==> src/rtl/hfu_pkg.sv <==
// Shared constants for the hazard/forwarding unit: EX mux select codes and
// stall cause encodings.
package hfu_pkg;

  localparam logic [1:0] FWD_RF  = 2'd0;
  localparam logic [1:0] FWD_MEM = 2'd1;
  localparam logic [1:0] FWD_WB  = 2'd2;

  typedef enum logic [1:0] {
    CAUSE_NONE     = 2'd0,
    CAUSE_LOAD_USE = 2'd1,
    CAUSE_BR_ALU   = 2'd2,
    CAUSE_BR_LOAD  = 2'd3
  } stall_cause_e;

endpackage

==> src/rtl/hfu_src_match.sv <==
// Compares one ID-stage source operand against the EX/MEM/WB destinations.
// Register 0 and unused operands never match.
module hfu_src_match
  import hfu_pkg::*;
#(
  parameter int AW = 5
) (
  input  logic [AW-1:0] src,
  input  logic          src_used,
  input  logic [AW-1:0] ex_dst,
  input  logic [AW-1:0] mem_dst,
  input  logic [AW-1:0] wb_dst,
  input  logic          ex_regwrite,
  input  logic          mem_regwrite,
  input  logic          wb_regwrite,
  output logic          ex_hit,
  output logic          mem_hit,
  output logic          wb_hit
);

  logic src_live;

  assign src_live = src_used && (src != '0);
  assign ex_hit   = src_live && ex_regwrite  && (ex_dst  == src);
  assign mem_hit  = src_live && mem_regwrite && (mem_dst == src);
  assign wb_hit   = src_live && wb_regwrite  && (wb_dst  == src);

endmodule

==> src/rtl/hazard_forward_unit.sv <==
// Operand forwarding and hazard detection for a 5-stage pipeline: registered
// EX forward selects, ID branch-compare forwarding, stall generation and a
// saturating stall-cycle counter.
module hazard_forward_unit
  import hfu_pkg::*;
#(
  parameter int AW      = 5,
  parameter int NUM_SRC = 2,
  parameter int CNT_W   = 16
) (
  input  logic                   clk,
  input  logic                   rst_n,
  input  logic [NUM_SRC*AW-1:0]  id_src,
  input  logic [NUM_SRC-1:0]     id_src_used,
  input  logic                   id_branch,
  input  logic [AW-1:0]          ex_dst,
  input  logic [AW-1:0]          mem_dst,
  input  logic [AW-1:0]          wb_dst,
  input  logic                   ex_regwrite,
  input  logic                   mem_regwrite,
  input  logic                   wb_regwrite,
  input  logic                   ex_memread,
  input  logic                   mem_memread,
  input  logic                   ext_stall,
  input  logic                   clr_cnt,
  output logic [NUM_SRC*2-1:0]   ex_fwd_sel,
  output logic [NUM_SRC-1:0]     id_fwd_sel,
  output logic                   stall,
  output logic [1:0]             stall_cause,
  output logic [CNT_W-1:0]       stall_cycles
);

  localparam logic [CNT_W-1:0] CNT_ONE = {{(CNT_W-1){1'b0}}, 1'b1};

  logic [NUM_SRC-1:0]    ex_hit;
  logic [NUM_SRC-1:0]    mem_hit;
  logic [NUM_SRC-1:0]    wb_hit;
  logic [NUM_SRC*2-1:0]  fwd_calc;
  logic                  any_ex_hit;
  logic                  any_mem_hit;
  stall_cause_e          cause;
  logic                  stall_int;
  logic [NUM_SRC*2-1:0]  ex_fwd_sel_d, ex_fwd_sel_q;
  logic [CNT_W-1:0]      stall_cycles_d, stall_cycles_q;
  logic                  unused_wb_hit;

  genvar gi;
  generate
    for (gi = 0; gi < NUM_SRC; gi++) begin : g_src
      hfu_src_match #(.AW(AW)) u_match (
        .src          (id_src[gi*AW +: AW]),
        .src_used     (id_src_used[gi]),
        .ex_dst       (ex_dst),
        .mem_dst      (mem_dst),
        .wb_dst       (wb_dst),
        .ex_regwrite  (ex_regwrite),
        .mem_regwrite (mem_regwrite),
        .wb_regwrite  (wb_regwrite),
        .ex_hit       (ex_hit[gi]),
        .mem_hit      (mem_hit[gi]),
        .wb_hit       (wb_hit[gi])
      );

      // The EX producer is younger than the MEM one, so it wins.
      assign fwd_calc[gi*2 +: 2] = ex_hit[gi]  ? FWD_MEM :
                                   mem_hit[gi] ? FWD_WB  : FWD_RF;
    end
  endgenerate

  // The register file writes before it reads, so WB hits need no action.
  assign unused_wb_hit = |wb_hit;

  assign any_ex_hit  = |ex_hit;
  assign any_mem_hit = |mem_hit;

  always_comb begin
    cause = CAUSE_NONE;
    if (ex_memread && any_ex_hit) begin
      cause = CAUSE_LOAD_USE;
    end else if (id_branch && any_ex_hit) begin
      cause = CAUSE_BR_ALU;
    end else if (id_branch && any_mem_hit && mem_memread) begin
      cause = CAUSE_BR_LOAD;
    end
  end

  assign stall_int = (cause != CAUSE_NONE) && !ext_stall;

  always_comb begin
    ex_fwd_sel_d = ex_fwd_sel_q;
    if (!ext_stall) begin
      ex_fwd_sel_d = stall_int ? '0 : fwd_calc;
    end
  end

  always_comb begin
    stall_cycles_d = stall_cycles_q;
    if (clr_cnt) begin
      stall_cycles_d = '0;
    end else if (stall_int && (stall_cycles_q != '1)) begin
      stall_cycles_d = stall_cycles_q + CNT_ONE;
    end
  end

  always_ff @(posedge clk or negedge rst_n) begin
    if (!rst_n) begin
      ex_fwd_sel_q   <= '0;
      stall_cycles_q <= '0;
    end else begin
      ex_fwd_sel_q   <= ex_fwd_sel_d;
      stall_cycles_q <= stall_cycles_d;
    end
  end

  // Combinational outputs are masked while reset is held.
  assign stall        = rst_n && stall_int;
  assign stall_cause  = rst_n ? cause : CAUSE_NONE;
  assign id_fwd_sel   = (rst_n && id_branch && !mem_memread) ? mem_hit : '0;
  assign ex_fwd_sel   = ex_fwd_sel_q;
  assign stall_cycles = stall_cycles_q;

endmodule

==> config.mk <==
export PLATFORM = sky130hd
export DESIGN_NAME = hazard_forward_unit
export DESIGN_NICKNAME = d
export VERILOG_FILES = /design/src/rtl/hfu_pkg.sv /design/src/rtl/hfu_src_match.sv /design/src/rtl/hazard_forward_unit.sv
export SDC_FILE = /design/constraint.sdc
export NUM_CORES = 1
export LEC_CHECK = 0
export ABC_AREA = 1
export CORE_MARGIN = 2
export CORE_UTILIZATION = 30
export CTS_BUF_LIST = sky130_fd_sc_hd__clkbuf_8 sky130_fd_sc_hd__clkbuf_16
export DETAILED_ROUTE_END_ITERATION = 12
export PLACE_DENSITY_LB_ADDON = 0.12
export SYNTH_ARGS = -nofsm -noshare
export SYNTH_HDL_FRONTEND = slang
export SYNTH_SLANG_ARGS = --single-unit
==> constraint.sdc <==
create_clock -name clk -period 2.3 [get_ports clk]
set_input_delay 0.46 -clock clk [delete_from_list [all_inputs] [get_ports clk]]
set_output_delay 0.46 -clock clk [all_outputs]
set_load 0.02 [all_outputs]
==> run_results.csv <==
group,metric,value,unit
power_and_ir_drop,power.share.combinational,25.3,%
global_route,grt_max_degree,19,
yosys,ys_warn_count,0,
setup_path,slowest_delay,0.27,ns
clocking,clockBufferDepth,2,
setup_path,cp_common_cell,"nand2_1",
global_route,grt_pass1_vias,1951,
timing,setup_tns,0,ns
detailed_routing,wirelength,5.32,mm
clocking,cts.clk_slew.worst_paths,0.07,ns
yosys,ys_types,29,
yosys,ys_top_cells_by_area,"dfrtp_1, nand2_1, nand3_1",
detailed_routing,wire_per_inst,12.0,microns
yosys,netlist_area,1730,sq um
timing,fmax,0.451,GHz
clocking,ctsHoldBuffers,0,
yosys,synth-seq-cells,20,
floorplan,ios,62,
setup_path,startpoint_type,"input port",
clocking,clk_latency,0.26,ns
power_and_ir_drop,switching_power,0.270,mW
timing,rsz0062_at_grt,"false",
power_and_ir_drop,peakVddDrop,0.276,mV
timing,finalSetupViolations,0,
floorplan,start_util,31.2,%
detailed_routing,route.vias.total,2078,
flow_run,drv_cap,0,
final_layout,drive_gt1_share,24.4,%
timing,worst_pin_slew,0.393,ns
yosys,synth.avg_cell_area,6.11,sq um
power_and_ir_drop,pwr_density_cell,367,nW/um^2
yosys,synth_top_area_cell,"dfrtp_1",
yosys,synth-seq-area-share,29.0,%
setup_path,crit_path_end_kind,"output pin",
min_path,hold_start,"ex_fwd_sel[1]$_DFFE_PN0N_",
place,gp_congestion,0.930,
floorplan,die_area,6380,sq um
clocking,cts-htree-levels,1,
final_layout,post-route-util,48.0,%
timing,min_period,2.22,ns
yosys,synthCells,283,
setup_path,cp.arrival,1.76,ns
timing,worst_slack,0.0845,ns
clocking,clock_sinks,20,
setup_path,crit_start,"mem_dst[2]",
timing,worst_clock_skew,0.0104,ns
setup_path,r2r-start,"stall_cycles[0]$_DFFE_PN0P_",
setup_path,critPathKind,"input port to output pin",
min_path,hp-class,"flip-flop to flip-flop",
detailed_routing,drtPass1Iterations,4,
yosys,yosysTopAreaCellShare,29.0,%
place,hpwl,4.10,mm
global_route,grt_overflow,0,
detailed_routing,drt_first_iter_violations,105,
power_and_ir_drop,p_int,0.705,mW
detailed_routing,ant_nets,0,
setup_path,cp.required,1.84,ns
power_and_ir_drop,pwr-share-clk,36.6,%
floorplan,rows,27,
power_and_ir_drop,swShare,27.7,%
place,post-place-ws,-0.703,ns
detailed_routing,route.detailed.drc,0,
setup_path,path_max_fanout,3,
clocking,cts_tree,"done",
floorplan,die_h,79.9,microns
setup_path,crit_chain,"dlygate4sd2_1 > inv_1 > nand2_1 > nand2_1 > nor2_1 > nand3_1 > nand2_1 > nand2_2 > nand3_2 > nand2_2 > nor2_2 > buf_4",
power_and_ir_drop,power,0.975,mW
timing,timing.slew.headroom,73.7,%
timing,hold_viol_final,0,
timing,min_period_over_period,96.3,%
final_layout,syn_to_final_growth,53.9,%
detailed_routing,viasPerCell,4.67,
global_route,antenna_found_initial,0,
floorplan,core,5540,sq um
final_layout,diodes,0,
final_layout,final_nets,412,
yosys,synthesis.nets,321,
clocking,cts_root_buf,"clkbuf_8",
power_and_ir_drop,p_seq_share,38.0,%
timing,maxSlewViolCount,0,
clocking,cts_buffers,3,
global_route,grt_util_all_layers,17.2,%
power_and_ir_drop,leakage,1.34,nW
run_status,status,"finished, final reports clean",
global_route,grt_pass1_wl,8.80,mm
place,port_buffers,55,
floorplan,die_x,79.9,microns
setup_path,slowest_stage,"dlygate4sd2_1",
## synth_stat cells
library cell and n:
nand2_2 4, inv_1 32, a21oi_1 10, nand3_2 2, xor2_1 4, buf_6 2
o21ai_0 10, clkbuf_1 3, nor3b_1 5, nand4_1 5, nor3_2 1, nand3_4 1
a31oi_1 1, dfrtp_1 20, a211oi_1 1, nand2_1 97, nand3_1 31, nor2_4 2
ha_1 1, xnor2_1 1, nand3b_1 1, nor3_1 3, o22ai_1 3, inv_2 2
clkinv_1 1, nand2_4 1, nor4_1 1, o31ai_1 2, nor2_1 36
## cells in the final DEF, fill, tap and decap left out, drive strengths merged, types with 6 or more instances in the layout
cell           count
a21oi             10
buf               41
clkbuf            12
clkdlybuf4s15      6
clkdlybuf4s50     28
dfrtp             20
dlygate4sd2        7
inv               34
nand2            102
nand3             34
nor2              38
o21ai             10
## final timing paths
check / to / slack [ns] / cells after the start
min in group asynchronous: ex_fwd_sel[3]$_DFFE_PN0N_ / 0.61 / 3
min: ex_fwd_sel[1]$_DFFE_PN0N_ / 0.50 / 2
max reg2reg: stall_cycles[15]$_DFFE_PN0P_ / 0.30 / 14
max: stall / 0.08 / 12
max in group asynchronous: stall_cycles[15]$_DFFE_PN0P_ / 1.40 / 3
min reg2reg: ex_fwd_sel[1]$_DFFE_PN0N_ / 0.50 / 2
## worst max-delay path: cells and delay by family
kind / cells / cell delay (ns)
simple gates: 9 / 0.77
buf+inv: 3 / 0.51
## layer usage
metal	track usage [%]	part of all wire, %	vias to the layer above
met5	0	0	-
met3	2.38	3.7	4
li1	-	-	1089
met4	4.58	0.85	0
met2	26.6	45	36
met1	25.0	50	949
## registers in the layout, summed over array words and instances (netlist names)
signal,flops
stall_cycles,16
ex_fwd_sel,4
## area by class of cell
type / count / area [sq um]
clock buffers: 3 / 41.3
clock inverters: 1 / 30.0
fillers: 599 / 2880
inverters: 35 / 131
multi-input cells: 223 / 1120
flip-flops and latches: 20 / 500
well taps: 72 / 90.1
repair buffers: 91 / 747
## power by group through the flow
stage	clock network (mW)	logic, mW	registers, mW
after global routing	0.382	0.275	0.373
after detailed placement	0	0.247	0.378
after global placement	0	0.248	0.378
after CTS	0.368	0.241	0.371
after floorplan	0	0.0938	0.389
final	0.357	0.247	0.371
## metrics by stage
step	hold WS (ns)	instance area [sq um]	cells
finish	0.501	2660	445
global route	0.557	2660	445
CTS	0.512	2640	443
detailed placement	0.491	2520	430
global placement	0.486	2520	430
floorplan	0.164	1730	283
## what timing repair did
| item | in CTS | in global routing |
|---|---|---|
| endpoints found under the setup margin | 5 | 6 |
| gates resized for setup | 58 | 35 |
| hold endpoints to repair | 0 | 0 |
| gates cloned | 0 | 0 |
| pin swaps | 10 | 23 |
| setup buffers | 9 | 2 |
## cell families after synthesis
family | Yosys count | share of synthesized area, %
simple gates | 190 | 49.7
buf+inv | 40 | 9.56
compound gates | 27 | 8.55
flops | 20 | 29.0
xor+xnor | 5 | 2.53
fa+ha+maj | 1 | 0.724
(Power assumes the default switching activity.)
==> RTL edit: new RTL, same settings <==
Change the parameter `CNT_W` from 16 to 18.
--- a/src/rtl/hazard_forward_unit.sv
+++ b/src/rtl/hazard_forward_unit.sv
@@ -6,7 +6,7 @@
 #(
   parameter int AW      = 5,
   parameter int NUM_SRC = 2,
-  parameter int CNT_W   = 16
+  parameter int CNT_W   = 18
 ) (
   input  logic                   clk,
   input  logic                   rst_n,
Ports: changed (resized stall_cycles); port bits go from 62 to 64. The function was not compared with the original's and may differ.
==> RTL edit against the original RTL <==
  * Sequential cell count up 2
  * Synthesized area grew 5.8%
  * Sequential power is 9.7% higher
  * Clock power down 20%
  * Global-route usage is 0.83 points higher
  * Power down 4.5%
  * Final area rose by 4.6%
  * Worst setup slack worse by 0.037 ns
  * Critical path type unchanged
  * Wire length increased by 8.4%
  * Die area rose by 5.5%
  * Cell count grew 2.2%
  * Highest routed layer unchanged
==> RTL edit: results (changes against the original RTL) <==
INFO  run_status     run_status=complete, no violations [unchanged]
INFO  detailed_routing postRouteWirelength=5.77mm [was 5.32 mm]
INFO  yosys          compound_gate_fraction_of_synth_area=5.95% [was 8.54%]
INFO  power          power_in_sequential_cells=407uW [was 371 uW]
INFO  yosys          synth_xor_xnor_area_share=5.27% [was 2.53%]
INFO  placement      placement.cell_area=0.00257sqmm [was 0.00252 sq mm]
INFO  cells_and_area buffer_area_share=27.1% [was 28.1%]
INFO  yosys          post_synth_adder_cell_area=0.684% [was 0.724%]
INFO  placement      place.gp.congestion=0.883 [was 0.930]
INFO  cells_and_area layout-drive-gt1-share=20.8% [was 24.4%]
INFO  timing         maxSlewHeadroom=80.6% [was 73.7%]
INFO  cells_and_area share_of_cell_area_taken_by_multi_input_logic_gates=43.1% [was 42.1%]
INFO  cells_and_area final-seq-area=551squm [was 500 sq um]
INFO  setup_path     timing.reg2reg.worst_path_depth=12 [was 14]
INFO  cells_and_area post-route-cell-area=0.00278sqmm [was 0.00266 sq mm]
INFO  cells_and_area multi_input_cells=232 [was 223]
INFO  cells_and_area largest_register_ffs=18 [was 16]
INFO  power          powerClk=287uW [was 357 uW]
INFO  clock_network  post-cts-setup-buffers=15 [was 9]
INFO  yosys          syn_area_per_cell=6.22squm [was 6.11 sq um]
INFO  setup_path     worst_setup_path_startpoint=mem_dst[3] [was mem_dst[2]]
INFO  power          p_leak=1.40nW [was 1.34 nW]
INFO  cells_and_area layout_buffer_count_excluding_clock_buffers=87 [was 91]
INFO  cells_and_area final.clkbuf_count=4 [was 3]
INFO  global_routing pin_count_of_the_biggest_net_entering_global_routing=23 [was 19]
INFO  timing         finClkSkew=0.00186ns [was 0.0104 ns]
INFO  placement      portBuffers=57 [was 55]
INFO  clock_network  cts.repair.resized=59 [was 58]
INFO  power          power.share.switching=30.1% [was 27.7%]
INFO  yosys          synth_nets=332 [was 321]
INFO  yosys          number_of_distinct_library_cells_after_synthesis=30 [was 29]
INFO  yosys          postSynthRegisterBits=22 [was 20]
INFO  detailed_routing drt-wirelength-per-cell=12.7microns [was 12.0 microns]
INFO  cells_and_area clock_tree_area_fraction=1.98% [was 2.68%]
INFO  cells_and_area finalNetCount=419 [was 412]
INFO  cells_and_area layout.filler_cells=640 [was 599]
INFO  placement      dp_hpwl=4.11mm [was 4.10 mm]
INFO  setup_path     r2r_setup_slk=0.25ns [was 0.30 ns]
## RTL edit: cell count changes in the layout (fill, tap and decap cells not counted), sizes merged, moves of 4 or more
cell	delta
dlygate4sd2	+7
clkbuf	-5
nor2	+4
buf	-7
## RTL edit: metal layers
| layer | track usage, % | wire [microns] | vias up |
|---|---|---|---|
| met5 | 0 | 0 | - |
| met4 | 4.17 | 71 | 0 |
| met3 | 2.86 | 228 | 6 |
| met2 | 32.7 | 2770 | 37 |
| met1 | 22.3 | 2700 | 1004 |
| li1 | - | - | 1109 |
## RTL edit: how the worst max path moves through the flow
| stage | endpoint | slack (ns) |
|---|---|---|
| CTS | stall | 0.005 |
| floorplan | stall_cycles[13]$_DFFE_PN0P_ | 0.24 |
| finish | stall | 0.05 |
| global route | ex_fwd_sel[2]$_DFFE_PN0N_ | -0.04 |
| detailed placement | stall | -0.67 |
| global placement | stall | -0.69 |
